### config.mk
export PLATFORM = sky130hd
export DESIGN_NAME = ex_muldiv_ctrl
export DESIGN_NICKNAME = d
export VERILOG_FILES = /design/src/rtl/ex_muldiv_ctrl_pkg.sv /design/src/rtl/ex_md_step.sv /design/src/rtl/ex_muldiv_ctrl.sv
export SDC_FILE = /design/constraint.sdc
export NUM_CORES = 1
export LEC_CHECK = 0
export BUFFER_PORTS_ARGS = -buffer_cell sky130_fd_sc_hd__clkbuf_2
export CORE_ASPECT_RATIO = 1.5
export CORE_UTILIZATION = 56
export CTS_BUF_LIST = sky130_fd_sc_hd__clkbuf_8
export DETAILED_ROUTE_END_ITERATION = 8
export GPL_TIMING_DRIVEN = 0
export HOLD_SLACK_MARGIN = 0.02
export PLACE_DENSITY = 0.75
export REMOVE_ABC_BUFFERS = 1
export SYNTH_ARGS = -nofsm -noshare
export SYNTH_HDL_FRONTEND = slang
export SYNTH_SLANG_ARGS = --single-unit
### constraint.sdc
create_clock -name clk -period 11.3 [get_ports clk]
set_clock_uncertainty 0.2 [all_clocks]
set_input_delay 2.825 -clock clk [delete_from_list [all_inputs] [get_ports clk]]
set_output_delay 2.825 -clock clk [all_outputs]
set_load 0.02 [all_outputs]
### src/rtl/ex_muldiv_ctrl_pkg.sv
`default_nettype none
// +-----------------------------------------------------------------------+
// | ex_muldiv_ctrl_pkg : op codes, FSM states and op-class helpers        |
// | Rev 1.0                                                               |
// +-----------------------------------------------------------------------+
package ex_muldiv_ctrl_pkg;

  localparam logic [2:0] MD_NONE  = 3'b000;
  localparam logic [2:0] MD_MULT  = 3'b001;
  localparam logic [2:0] MD_MULTU = 3'b010;
  localparam logic [2:0] MD_DIV   = 3'b011;
  localparam logic [2:0] MD_DIVU  = 3'b100;
  localparam logic [2:0] MD_MTHI  = 3'b101;
  localparam logic [2:0] MD_MTLO  = 3'b110;

  typedef enum logic [1:0] {
    S_IDLE = 2'd0,
    S_RUN  = 2'd1,
    S_FIX  = 2'd2
  } md_state_e;

  function automatic logic md_is_arith(input logic [2:0] op);
    return (op == MD_MULT) || (op == MD_MULTU) || (op == MD_DIV) || (op == MD_DIVU);
  endfunction

  function automatic logic md_is_signed(input logic [2:0] op);
    return (op == MD_MULT) || (op == MD_DIV);
  endfunction

endpackage
`default_nettype wire

### src/rtl/ex_md_step.sv
`default_nettype none
// +-----------------------------------------------------------------------+
// | ex_md_step : one shift-add multiply or restoring-divide iteration     |
// | Rev 1.0                                                               |
// +-----------------------------------------------------------------------+
module ex_md_step #(
  parameter int N = 31
) (
  input  logic [2*N+1:0] pair_in,
  input  logic [N:0]     operand,
  input  logic           bit_in,
  input  logic           is_div,
  output logic [2*N+1:0] pair_out
);

  localparam int W = N + 1;

  // The remainder is always below the divisor, so the shifted remainder is
  // below twice the divisor and a W+1-bit trial keeps a valid sign bit.
  logic [W:0] trial;

  always_comb begin
    trial    = '0;
    pair_out = '0;
    if (is_div) begin
      trial = {pair_in[2*N+1:W], bit_in} - {1'b0, operand};
      if (!trial[W]) begin
        pair_out = {trial[N:0], pair_in[N-1:0], 1'b1};
      end else begin
        pair_out = {pair_in[2*N:W], bit_in, pair_in[N-1:0], 1'b0};
      end
    end else begin
      pair_out = {pair_in[2*N:0], 1'b0} + (bit_in ? {{W{1'b0}}, operand} : {2*W{1'b0}});
    end
  end

endmodule
`default_nettype wire

### src/rtl/ex_muldiv_ctrl.sv
`default_nettype none
// +-----------------------------------------------------------------------+
// | ex_muldiv_ctrl : iterative mul/div sequencer owning HI/LO             |
// | Rev 1.0                                                               |
// +-----------------------------------------------------------------------+
module ex_muldiv_ctrl
  import ex_muldiv_ctrl_pkg::*;
#(
  parameter int N       = 31,
  parameter int MD_ITER = 32
) (
  input  logic       clk,
  input  logic       rst,
  input  logic       md_start,
  input  logic [2:0] md_op,
  input  logic [N:0] src_a,
  input  logic [N:0] src_b,
  input  logic       md_flush,
  output logic       busy,
  output logic       md_stall,
  output logic       done,
  output logic [N:0] hi,
  output logic [N:0] lo
);

  localparam int W  = N + 1;
  localparam int CW = $clog2(MD_ITER);
  localparam logic [CW-1:0] CNT_LAST = CW'(MD_ITER - 1);

  md_state_e       state_q, state_d;
  logic [CW-1:0]   cnt_q, cnt_d;
  logic [2*W-1:0]  acc_q, acc_d;
  logic [N:0]      a_mag_q, a_mag_d;
  logic [N:0]      b_mag_q, b_mag_d;
  logic            sa_q, sa_d;
  logic            sb_q, sb_d;
  logic            div_q, div_d;
  logic [N:0]      hi_q, hi_d;
  logic [N:0]      lo_q, lo_d;
  logic            done_q, done_d;
  logic            busy_q, busy_d;

  logic [2*W-1:0]  step_pair;
  logic            start_sa, start_sb;
  logic [N:0]      a_raw;
  logic [N:0]      quot, rem;
  logic [2*W-1:0]  prod;

  // Dividend / multiplier bits are consumed MSB first.
  ex_md_step #(.N(N)) u_step (
    .pair_in  (acc_q),
    .operand  (b_mag_q),
    .bit_in   (a_mag_q[CNT_LAST - cnt_q]),
    .is_div   (div_q),
    .pair_out (step_pair)
  );

  assign start_sa = md_is_signed(md_op) & src_a[N];
  assign start_sb = md_is_signed(md_op) & src_b[N];
  assign a_raw    = sa_q ? -a_mag_q : a_mag_q;
  assign quot     = (sa_q ^ sb_q) ? -acc_q[N:0] : acc_q[N:0];
  assign rem      = sa_q ? -acc_q[2*W-1:W] : acc_q[2*W-1:W];
  assign prod     = (sa_q ^ sb_q) ? -acc_q : acc_q;

  always_comb begin
    state_d = state_q;
    cnt_d   = cnt_q;
    acc_d   = acc_q;
    a_mag_d = a_mag_q;
    b_mag_d = b_mag_q;
    sa_d    = sa_q;
    sb_d    = sb_q;
    div_d   = div_q;
    hi_d    = hi_q;
    lo_d    = lo_q;
    done_d  = 1'b0;

    unique case (state_q)
      S_IDLE: begin
        if (md_start) begin
          if (md_is_arith(md_op)) begin
            a_mag_d = start_sa ? -src_a : src_a;
            b_mag_d = start_sb ? -src_b : src_b;
            sa_d    = start_sa;
            sb_d    = start_sb;
            div_d   = (md_op == MD_DIV) || (md_op == MD_DIVU);
            acc_d   = '0;
            cnt_d   = '0;
            state_d = S_RUN;
          end else if (md_op == MD_MTHI) begin
            hi_d = src_a;
          end else if (md_op == MD_MTLO) begin
            lo_d = src_a;
          end
        end
      end
      S_RUN: begin
        acc_d = step_pair;
        cnt_d = cnt_q + 1'b1;
        if (cnt_q == CNT_LAST) begin
          state_d = S_FIX;
        end
      end
      S_FIX: begin
        if (div_q) begin
          // Divide by zero bypasses sign fix-up and returns the dividend in HI.
          if (b_mag_q == '0) begin
            lo_d = '1;
            hi_d = a_raw;
          end else begin
            lo_d = quot;
            hi_d = rem;
          end
        end else begin
          {hi_d, lo_d} = prod;
        end
        done_d  = 1'b1;
        state_d = S_IDLE;
      end
      default: state_d = S_IDLE;
    endcase

    if (md_flush) begin
      state_d = S_IDLE;
      cnt_d   = '0;
      hi_d    = hi_q;
      lo_d    = lo_q;
      done_d  = 1'b0;
    end
  end

  assign busy_d = (state_d != S_IDLE);

  always_ff @(posedge clk) begin
    if (rst) begin
      state_q <= S_IDLE;
      cnt_q   <= '0;
      acc_q   <= '0;
      a_mag_q <= '0;
      b_mag_q <= '0;
      sa_q    <= 1'b0;
      sb_q    <= 1'b0;
      div_q   <= 1'b0;
      hi_q    <= '0;
      lo_q    <= '0;
      done_q  <= 1'b0;
      busy_q  <= 1'b0;
    end else begin
      state_q <= state_d;
      cnt_q   <= cnt_d;
      acc_q   <= acc_d;
      a_mag_q <= a_mag_d;
      b_mag_q <= b_mag_d;
      sa_q    <= sa_d;
      sb_q    <= sb_d;
      div_q   <= div_d;
      hi_q    <= hi_d;
      lo_q    <= lo_d;
      done_q  <= done_d;
      busy_q  <= busy_d;
    end
  end

  assign busy     = busy_q;
  assign done     = done_q;
  assign hi       = hi_q;
  assign lo       = lo_q;
  assign md_stall = busy_q | (md_start & md_is_arith(md_op));

endmodule
`default_nettype wire
# Yosys cells after proc, flatten, opt, wreduce, memory -nomap -nowiden

Index checks and enable logic that the tools add are counted.

Register bits: 204
Bits of input ports: 71
Word-level logic and storage cells: 95

Add/subtract/negate cells: 10
Magnitude comparators: 1
Eq/ne operators: 15
Multiplexer cells: 36
Bitwise operators: 6
Reduce and logical (&&, ||, !) cells: 15

Operator list:

| kind                                                | count |
|---|---|
| 2-to-1 mux 32 bit                                   | 17 |
| 2-to-1 mux 64 bit                                   | 5 |
| negation 32 bit                                     | 5 |
| case mux 32 bit (2 select lines)                    | 2 |
| case mux 64 bit (2 select lines)                    | 1 |
| adder 64 bit                                        | 1 |
| negation 64 bit                                     | 1 |
| subtractor 33 x 32 -> 33 bit                        | 1 |
| logical NOT 32 bit                                  | 1 |
| inequality test 2 bit (second input constant)       | 6 |
| 2-to-1 mux 5 bit                                    | 2 |
| case mux 5 bit (2 select lines)                     | 1 |
| == test 3 bit (second input constant)               | 3 |
| 2-to-1 mux 2 bit                                    | 4 |
| == test 3 x 2 -> 1 bit (second input constant)      | 2 |
| < comparator 5 x 6 -> 1 bit (second input constant) | 1 |
| AND reduction 3 bit                                 | 2 |
| AND reduction 6 bit                                 | 1 |
| nonzero test 2 bit                                  | 3 |
| adder 5 x 1 -> 5 bit (second input constant)        | 1 |
| binary-select mux 1 bit (select 5 bit)              | 1 |
| == test 5 bit (second input constant)               | 1 |
| logical OR 1 bit                                    | 5 |
| AND reduction 5 bit                                 | 1 |
| other kinds (12)                                    | 15 |

# Longest topological paths before layout

Depth after elaboration: 9
Depth in mapped cells: 19
Mapped depth without buffers: 16

# By module

Synthesis repeated with hierarchy kept, for this count alone.

Cells, all modules: 2437
Area total of the unflattened synthesis: 17734.5 µm²

By module, submodules not included:

| module         | times used | cells each | area each (µm²) | seq. area each (µm²) |
|---|---|---|---|---|
| ex_muldiv_ctrl | 1          | 1663       | 12704.7         | 4083.9 |
| ex_md_step     | 1          | 774        | 5029.8          | 0.0 |

# Worst setup path before layout

Ideal clock, no wire load.

Path kind: input to output
Start: in md_op[1]
End: out md_stall
Arrival: 3.381 ns
Data required time: 8.275 ns
Path slack: 4.894 ns
Cell stages on the path: 3
Cells stage by stage: nor2_1 xnor2_1 a21o_1

Word-level cells in the longest chain between the ends: 6
Elaborated cells on any way between the ends: 9
Those cells by class: eq/ne: 4; bitwise: 2; reduce/logical: 3

Ends and longest elaborated chain:

| element                                                          | line                     | text |
|---|---|---|
| from (decl)                                                      | ex_muldiv_ctrl.sv:15     | `input logic [2:0] md_op,` |
| == test 3 x 1 -> 1 bit or == test 3 x 2 -> 1 bit (tied branches) | ex_muldiv_ctrl_pkg.sv:23 | `return (op == MD_MULT) \|\| (op == MD_MULTU) \|\| (op == MD_DIV) \|\| (op == MD_DIVU);` |
| logical OR 1 bit (2 in series)                                   | ex_muldiv_ctrl_pkg.sv:23 |  |
| logical OR 1 bit (*)                                             | ex_muldiv_ctrl_pkg.sv:23 |  |
| bitwise AND 1 bit (*)                                            | ex_muldiv_ctrl.sv:168    | `assign md_stall = busy_q \| (md_start & md_is_arith(md_op));` |
| OR 1 bit (*)                                                     | ex_muldiv_ctrl.sv:168    |  |
| to (decl)                                                        | ex_muldiv_ctrl.sv:20     | `output logic md_stall,` |

Every way passes the cells marked *; elsewhere a longest branch is shown, timed or not.

# Worst setup path in the final report

Start: reg cnt_q[0]
End: reg acc_q[59]

Word-level cells in the longest chain between the ends: 7
Elaborated cells on any way between the ends: 9
Those cells by class: add/sub: 3; mux: 6

Ends and longest elaborated chain:

| element                                                           | line                               | text |
|---|---|---|
| from (decl)                                                       | ex_muldiv_ctrl.sv:31               | `logic [CW-1:0] cnt_q, cnt_d;` |
| from (signal assigned)                                            | ex_muldiv_ctrl.sv:150              | `cnt_q <= cnt_d;` |
| subtractor 5 bit (*)                                              | ex_muldiv_ctrl.sv:53               | `.bit_in (a_mag_q[CNT_LAST - cnt_q]),` |
| binary-select mux 1 bit (select 5 bit) (*)                        | ex_muldiv_ctrl.sv:53               |  |
| 2-to-1 mux 1 bit (not written as such) (*)                        | ex_muldiv_ctrl.sv:53               |  |
| 2-to-1 mux 32 bit or subtractor 33 x 32 -> 33 bit (tied branches) | ex_md_step.sv:33, ex_md_step.sv:26 |  |
| adder 64 bit or 2-to-1 mux 64 bit (tied branches)                 | ex_md_step.sv:33, ex_md_step.sv:27 |  |
| 2-to-1 mux 64 bit (*)                                             | ex_md_step.sv:25                   | `if (is_div) begin` |
| case mux 64 bit (2 select lines) (*)                              | ex_muldiv_ctrl.sv:78               | `unique case (state_q)` |
| to (signal assigned)                                              | ex_muldiv_ctrl.sv:138              | `acc_q <= '0;` |
| to (signal assigned)                                              | ex_muldiv_ctrl.sv:151              | `acc_q <= acc_d;` |
| to (decl)                                                         | ex_muldiv_ctrl.sv:32               | `logic [2*W-1:0] acc_q, acc_d;` |

Every way passes the cells marked *; elsewhere a longest branch is shown, timed or not. The select of a mux whose other input is x is not followed.
A chain may end at the register's enable or synchronous reset.

==> results by group <==
Worst setup path
  – Worst Setup SP: cnt_q[0]
  – Launching element type of the critical path: register
  – Stages on worst setup path: 16
  – Reg-to-Reg Start: cnt_q[0]
  – Crit Reg-Reg Endpoint: acc_q[59]
  – CP Class: reg -> reg
  – CP Capture Point: acc_q[59]
  – Worst Reg-to-Reg Cells: 16
  – Crit-path max FO: 17
  – Worst path buffer plus inverter count: 0
  – Critical path's slowest cell: o2111ai_1
  – Worst path required time: 11580 ps
  – Crit-path cells: mux4_2 > mux4_2 > mux2i_4 > nor2_1 > ha_1 > fa_1 > a211oi_1 > o21ai_0 > o311ai_0 > o2bb2ai_1 > a211oi_1 > o2111ai_1 > nor2_1 > mux2i_1 > o22ai_1 > o31ai_1
  – CP Data Arrival Time: 7570 ps
  – Max stage delay on crit path: around 1100 ps
  – Flop2flop setup slack: between 4000 and 5000 ps
  – Top Family by Delay on Critical Path: compound AO/OA/AOI/OAI gates
  – Critical path capture point type: register

Hold path
  – HP Class: reg -> reg

Detailed routing
  – Vias/cell: between 6 and 7
  – 1st-pass router iterations: 6
  – Routed Antenna Nets: 0
  – Final wirelength: 58000 µm
  – DRC: 0
  – Via Count: approximately 18k
  – Initial DRC count: ~1.8k
  – Routed length per instance: around 21 µm

Global route
  – Vias in the first global route: between 15k and 20k
  – GRT Util Overall: 37.0%
  – Remaining Overflow, GRT: 0
  – Initial antenna violation count: 2
  – Global-route wire length before repair: around 90000 µm
  – Pin count of the biggest net entering global routing: 110

Layout
  – Share of cells above drive strength 1: between 10% and 20%
  – Fin util: 62.0%
  – Fin cells: between 2k and 3k
  – Commonest non-fill, non-tap cell in the layout: nor2_1
  – Nets: roughly 2.5k
  – Commonest non-fill, non-tap cells in the layout: nor2_1 (278), nand2_1 (228), dfxtp_1 (202)
  – Area grow syn2layout: 9.42%

STA
  – Period Utilization, post-route: between 60% and 70%
  – Final WS setup: about 4000 ps
  – Final slew viol count: 17
  – Final setup viols: 0
  – Worst hold slack: roughly 250 ps
  – Final TNS setup: 0 ps
  – Fin crit period: about 7300 ps
  – Relative slew slack: -2.08%
  – RSZ-0062 raised after global routing: no
  – F_max: approximately 0.14 GHz
  – Worst Tran Pin Value: roughly 1500 ps
  – Final hold vios: 0

Synth
  – Fraction of registers with async set/reset: 0%
  – Synth Area per Inst: 7.35 µm²
  – Yosys warnings: 0
  – Post-synth top area cell: dfxtp_1
  – Top cells by area, synth: dfxtp_1 (24%), nor2_1 (6.2%), xnor2_1 (5.7%)
  – EDFF count, synth: 0
  – Synth top area share: roughly a quarter
  – Synthesized flop and latch total: between 200 and 250
  – Cell count after synthesis: 2324
  – Post-synth top flop: dfxtp_1
  – Post-synthesis sequential area ratio: between 20% and 30%
  – Cell variety after synth: 76
  – Cell Area, Synth: about 0.017 mm²

CTS
  – H-tree depth reported by CTS: 2
  – Sink Count: between 200 and 250
  – CTS tree: done
  – Max clock buf depth: 3
  – CTS resizes: 0
  – Worst-Skew Late Latency: between 500 and 600 ps
  – Clk slew on worst S/H paths: about 60 ps
  – Total CTS buffers: 35
  – Clock root buffer: clkbuf_8
  – Post-CTS setup repair buffer count: 0
  – Hold buffer count at CTS: 0

Floorplanning
  – FP Rows: 78
  – Core area: slightly above 0.03 mm²
  – Die width: about 140 µm
  – Ports: 138
  – Die Ht: approximately 220 µm
  – Starting Density: 56.7%
  – Die footprint: between 0.03 and 0.04 mm²

Placement
  – Placed cell count: ~2.7k
  – IO Port Bufs: between 100 and 150
  – DPL Wire Length: 42800 µm
  – Dpl ws: 4200 ps
  – GPL Wtd Cong: around 0.96

Run status
  – Failing checks: capacitance limit, slew limit
  – Status: finished, violations left

Pwr
  – PD cells: roughly 98 mW/mm²
  – Worst VDD drop: roughly 97 µV
  – Pleak: between 7 and 8 nW

Flow run
  – Max Cap Viol: 1
-- cell type report --
class	instances	area (µm²)
Multi-Input combinational cell	1883	12200
Tap cell	400	500
Sequential cell	204	4090
Clock buffer	46	633
Clock inverter	14	88.8
Timing Repair Buffer	150	956
Inverter	63	236
Fill cell	2778	11500
Antenna cell	1	2.50
-- cells in the mapped netlist (10+ instances only) --
library cell and number:
nor2b_1 13, nor3_1 45, o31ai_1 21, o41ai_1 12, ha_1 72, or2_2 10, a211oi_1 74, clkbuf_1 155
xnor2_1 111, dfxtp_1 204, and3_1 28, and2_1 16, nand3_1 46, a311oi_1 13, nor2_1 282, or3_1 21
nand2b_1 17, o211ai_1 22, xor2_1 107, or4_1 17, inv_1 63, o21ai_0 152, buf_1 15, o221ai_1 42
a21o_1 51, o21a_1 15, a22oi_1 34, mux2i_1 26, mux4_2 15, a31oi_1 29, a21oi_1 192, nand4_1 15
nand2_1 228, nor4_1 35
-- registers in the layout (all words and copies together) (netlist names) --
name     flops
b_mag_q     32
done         1
busy         1
div_q        1
sa_q         1
sb_q         1
cnt_q        5
acc_q       64
lo          32
hi          32
state_q      2
a_mag_q     32
-- per-stage QoR --
stage	total power, mW	cell area (µm²)
3_5_place_dp	1.12	17900
6_report	1.82	18700
2_1_floorplan	0.999	16400
5_1_grt	1.90	18700
4_1_cts	1.82	18700
3_3_place_gp	1.11	17600
-- worst register-to-register path: stages (launching register included) --
cell and delay, ps:
dfxtp_1 810, mux4_2 640, mux4_2 540, mux2i_4 590, nor2_1 120, ha_1 260
fa_1 440, a211oi_1 240, o21ai_0 210, o311ai_0 560, o2bb2ai_1 380, a211oi_1 260
o2111ai_1 1090, nor2_1 240, mux2i_1 230, o22ai_1 110, o31ai_1 290
-- routing by layer --
metal  vias up  GRT usage [%]  part of all wire (%)
met5         -              0                     0
met4         0           27.7                   8.0
met3       259           5.26                   8.0
met2       913           60.8                    48
met1      8465           43.1                    36
li1       8547              -                     -
-- report_power, final --
| part | internal, mW | total [mW] | switching (mW) |
|---|---|---|---|
| clock | 0.386 | 0.709 | 0.323 |
| combinational | 0.123 | 0.333 | 0.210 |
| sequential | 0.746 | 0.783 | 0.0375 |
-- kinds of logic after synthesis --
kind of cell / after synthesis / synth area share, %
xor gates and xnor gates: 218 / 11.2
AOI/OAI and AO/OA: 745 / 28.7
buffers and inverters: 237 / 5.27
DFF: 204 / 23.9
and+or+nand+nor: 805 / 22.0
muxes: 41 / 3.50
adders and majority gates: 74 / 5.51
-- how the worst min path moves through the flow --
stage,cells after the start,startpoint,end,slack [ps]
finish,2,lo[21],lo[21],250
global route,1,hi[11],hi[11],270
global placement,2,hi[9],hi[9],230
floorplan,2,b_mag_q[22],b_mag_q[22],240
CTS,2,lo[21],lo[21],250
detailed placement,1,hi[11],hi[11],240
Power figures use the tool's default switching activity.
